==> src/rtl/uart_rx.sv <==
// UART receiver: 2-flop synchronised line, mid-bit sampling on an oversample tick, and a
// valid/read handshake with a one-clk framing-error pulse and a sticky overrun flag.
module uart_rx #(
  parameter int unsigned OVERSAMPLE = 16,
  parameter int unsigned DATA_BITS  = 8
) (
  input  logic                 clk,
  input  logic                 rst,
  input  logic                 rx,
  input  logic                 rx_clk_en,
  input  logic                 read_enable,
  output logic [DATA_BITS-1:0] rx_data,
  output logic                 rx_valid,
  output logic                 busy,
  output logic                 frame_error,
  output logic                 overrun
);

  localparam int unsigned CntW = (OVERSAMPLE > 1) ? $clog2(OVERSAMPLE) : 1;
  localparam int unsigned IdxW = (DATA_BITS > 1) ? $clog2(DATA_BITS) : 1;
  localparam logic [CntW-1:0] HalfLast = CntW'(OVERSAMPLE / 2 - 1);
  localparam logic [CntW-1:0] FullLast = CntW'(OVERSAMPLE - 1);
  localparam logic [IdxW-1:0] IdxLast  = IdxW'(DATA_BITS - 1);

  typedef enum logic [1:0] {StIdle, StStart, StData, StStop} state_e;

  state_e                 state_q;
  logic                   rx_meta_q, rx_s_q;
  logic [CntW-1:0]        cnt_q;
  logic [IdxW-1:0]        idx_q;
  logic [DATA_BITS-1:0]   sh_q;
  logic [DATA_BITS-1:0]   rx_data_q;
  logic                   rx_valid_q, frame_error_q, overrun_q;

  always_ff @(posedge clk or posedge rst) begin
    if (rst) begin
      state_q       <= StIdle;
      rx_meta_q     <= 1'b1;
      rx_s_q        <= 1'b1;
      cnt_q         <= '0;
      idx_q         <= '0;
      sh_q          <= '0;
      rx_data_q     <= '0;
      rx_valid_q    <= 1'b0;
      frame_error_q <= 1'b0;
      overrun_q     <= 1'b0;
    end else begin
      rx_meta_q     <= rx;
      rx_s_q        <= rx_meta_q;
      frame_error_q <= 1'b0;

      if (read_enable && rx_valid_q) begin
        rx_valid_q <= 1'b0;
        overrun_q  <= 1'b0;
      end

      // A capture below overrides the read clear above when both land on the same clk.
      if (rx_clk_en) begin
        case (state_q)
          StIdle: begin
            if (!rx_s_q) begin
              state_q <= StStart;
              cnt_q   <= '0;
            end
          end
          StStart: begin
            if (cnt_q == HalfLast) begin
              cnt_q <= '0;
              idx_q <= '0;
              state_q <= rx_s_q ? StIdle : StData;
            end else begin
              cnt_q <= cnt_q + CntW'(1);
            end
          end
          StData: begin
            if (cnt_q == FullLast) begin
              sh_q  <= {rx_s_q, sh_q[DATA_BITS-1:1]};
              cnt_q <= '0;
              idx_q <= idx_q + IdxW'(1);
              if (idx_q == IdxLast) state_q <= StStop;
            end else begin
              cnt_q <= cnt_q + CntW'(1);
            end
          end
          StStop: begin
            if (cnt_q == FullLast) begin
              state_q <= StIdle;
              cnt_q   <= '0;
              if (!rx_s_q) begin
                frame_error_q <= 1'b1;
              end else if (!rx_valid_q || read_enable) begin
                rx_data_q  <= sh_q;
                rx_valid_q <= 1'b1;
              end else begin
                overrun_q <= 1'b1;
              end
            end else begin
              cnt_q <= cnt_q + CntW'(1);
            end
          end
          default: state_q <= StIdle;
        endcase
      end
    end
  end

  assign rx_data     = rx_data_q;
  assign rx_valid    = rx_valid_q;
  assign busy        = (state_q != StIdle);
  assign frame_error = frame_error_q;
  assign overrun     = overrun_q;

endmodule

==> config.mk <==
export PLATFORM = sky130hd
export DESIGN_NAME = uart_rx
export DESIGN_NICKNAME = d
export VERILOG_FILES = /design/src/rtl/uart_rx.sv
export SDC_FILE = /design/constraint.sdc
export NUM_CORES = 1
export LEC_CHECK = 0
export BUFFER_PORTS_ARGS = -buffer_cell sky130_fd_sc_hd__buf_2
export CAP_MARGIN = 20
export CORE_ASPECT_RATIO = 1.5
export CORE_MARGIN = 1
export CORE_UTILIZATION = 55
export DETAILED_ROUTE_END_ITERATION = 6
export PLACE_DENSITY = 0.76
export SLEW_MARGIN = 20
export SYNTH_ARGS = -nofsm -noshare
export SYNTH_HDL_FRONTEND = slang
export SYNTH_SLANG_ARGS = --single-unit
==> constraint.sdc <==
create_clock -name clk -period 2.12 [get_ports clk]
set_clock_uncertainty 0.1 [all_clocks]
set_input_delay 0.212 -clock clk [delete_from_list [all_inputs] [get_ports clk]]
set_output_delay 0.212 -clock clk [all_outputs]
set_load 0.02 [all_outputs]
==> impl_metrics.toml <==
[status]
status = "finished, final reports clean"

[drt]
drt-total-wl_um = 2330
drt-vias-per-instance = 5.93
ant_nets = 0
vias = 901
drc = 0
avgRoutedWirePerCell_um = 15.3
dr.pass1.iters = 3
drtIter0Drc = 16

[global_routing]
antenna_found_initial = 0
grt_pass1_vias = 918
grt.overflow.total = 0
grt_pass1_wl_um = 4070
grt_max_degree = 31
grtUsageTotal = 0.209

[synth]
yosysTopAreaCell = "dfrtp_1"
synthesis.area_um2 = 1350
syn_inst = 102
yosys_warnings = 0
yosys_register_bits = 30
async_reset_ff_frac = 1.00
yosysUniqueCellTypes = 36
synth_area_per_cell_um2 = 13.2
synth_common_cells = "dfrtp_1, mux2_2, a21oi_1"
yosys.area.top_type_share = 0.520
synth-seq-area-share = 0.559
yosys.cell_count.top_type = "dfrtp_1"
synth_fp_nets = 110
synth_edf_count = 0
ys_top_cells_by_area = "dfrtp_1, mux2_2, dfstp_2"
ys.flop_type = "dfrtp_1"

[die]
fp.dieW_um = 42.4
dieArea_um2 = 2650
start_util = 0.596
ios = 17
fp-row-count = 21
die_y_um = 62.6
coreArea_um2 = 2260

[critical_path]
path_max_fanout = 8
worst-setup-path-type = "register to register"
arrival_ps = 2040
required_ps = 2230
endpoint_kind = "register"
startpoint_type = "register"

[sta]
fmax_mhz = 518
setup_ws_ps = 189
maxSlewViolCount = 0
slew_headroom = 0.750
finalSetupTns_ps = 0
fin_crit_ps = 1930
rsz0062_at_grt = "no"
period_share = 0.911
worst_pin_slew_ps = 375
hold-worst-slack_ps = 147
finalSetupViolCount = 0
hold_violations = 0

[finish]
postLayoutCellArea_um2 = 1530
n_antenna_cell = 0
area_growth_pct = 13.7
nNetsFinal = 136
drive_above_1_share = 0.395
num-fill-cells = 176

[power_and_ir_drop]
p_leak_nw = 0.762
vdd_drop_max_mv = 0.436
power_mw = 1.38
powerDensity_nw_per_um2 = 903

[worst_hold_path]
hold_class = "primary input to register"

[clock_network]
clock_path_buffers = 2
post_cts_resized = 0
post-cts-setup-buffer-count = 0
clkTransAtPathRegs_ps = 90
cts.sinks = 30
cts_buffers = 5
cts-root-buf = "clkbuf_4"
h-tree-depth = 2
insertion_delay_ps = 330
cts_tree = "yes"

[run]
maxCapViolations = 0

[placement]
placed_cell_area_um2 = 1450
dp_slack_ps = 208
place_congestion = 0.866
hpwl_um = 1680
portBuffers = 16
where the power goes:
part,internal (mW),switching (mW),total [mW]
clock network,0.132,0.180,0.312
registers,0.633,0.0982,0.732
logic,0.156,0.182,0.337
registers in the layout, indices dropped and copies added, names as in the netlist, named ones only:
register / cells
rx_data: 8
overrun: 1
rx_valid: 1
cnt_q: 4
rx_meta_q: 1
rx_s_q: 1
state_q: 1
sh_q: 8
idx_q: 3
frame_error: 1
final timing paths:
| check | endpoint | start | cells past startpoint | slack [ps] |
|---|---|---|---|---|
| worst max-delay path | rx_data[2] | cnt_q[0] | 5 | 190 |
| worst min-delay path | frame_error | rx_clk_en | 3 | 150 |
| worst max register to register | rx_data[2] | cnt_q[0] | 5 | 190 |
| worst min register to register | rx_s_q | rx_meta_q | 0 | 260 |
| max in group asynchronous | rx_s_q | rst | 4 | 1180 |
| min in group asynchronous | idx_q[1] | rst | 4 | 420 |
metrics by stage:
stage | utilization | std cells
finish | 0.677 | 152
global route | 0.677 | 152
CTS | 0.677 | 152
detailed placement | 0.642 | 141
global placement | 0.642 | 141
floorplan | - | 102
critical path, cell delays in order (launching register included):
cell	delay (ps)
dfrtp_1	390
ha_1	330
and4_4	290
nand2_2	70
a21oi_4	260
mux2_2	380
cell type report:
| type | instances | area, µm² | area share |
|---|---|---|---|
| Clock buffer | 8 | 48.8 | 0.0319 |
| Timing Repair Buffer | 21 | 125 | 0.0818 |
| Inverter | 6 | 22.5 | 0.0147 |
| Sequential cell | 30 | 753 | 0.492 |
| Tap cell | 23 | 28.8 | 0.0188 |
| Multi-Input combinational cell | 64 | 552 | 0.361 |
cells in the final DEF (no fill, tap or decap), types with 2 or more instances in the layout:
master and n:
nand2_1 5, clkbuf_1 3, ha_1 3, a21oi_1 7, inv_1 6, dlygate4sd3_1 3
nor2_1 4, dfrtp_1 28, o21ai_0 2, dfstp_2 2, buf_4 2, mux2_2 17
o22ai_1 2, buf_2 16, clkbuf_4 5
kinds of logic (layout without fill, tap and decap cells):
family,count (synthesis),count (layout),synth area share
simple gates,22,22,0.113
compound gates,21,21,0.119
fa+ha+maj,3,3,0.0279
flops,30,30,0.559
mux,18,18,0.150
buf+inv,8,35,0.0307
per-layer routing:
layer | track usage | vias up | routed length [µm]
met5 | 0 | - | 0
met4 | 0.129 | 0 | 84
met3 | 0.0694 | 8 | 81
li1 | - | 426 | -
met1 | 0.210 | 450 | 881
met2 | 0.360 | 17 | 1280
what timing repair did:
| item | CTS | global route |
|---|---|---|
| hold buffers | 3 | 0 |
| endpoints found under the hold margin | 31 | 0 |
| endpoints found under the setup margin | 0 | 0 |
No activity file was read; power rests on OpenSTA's default activity.
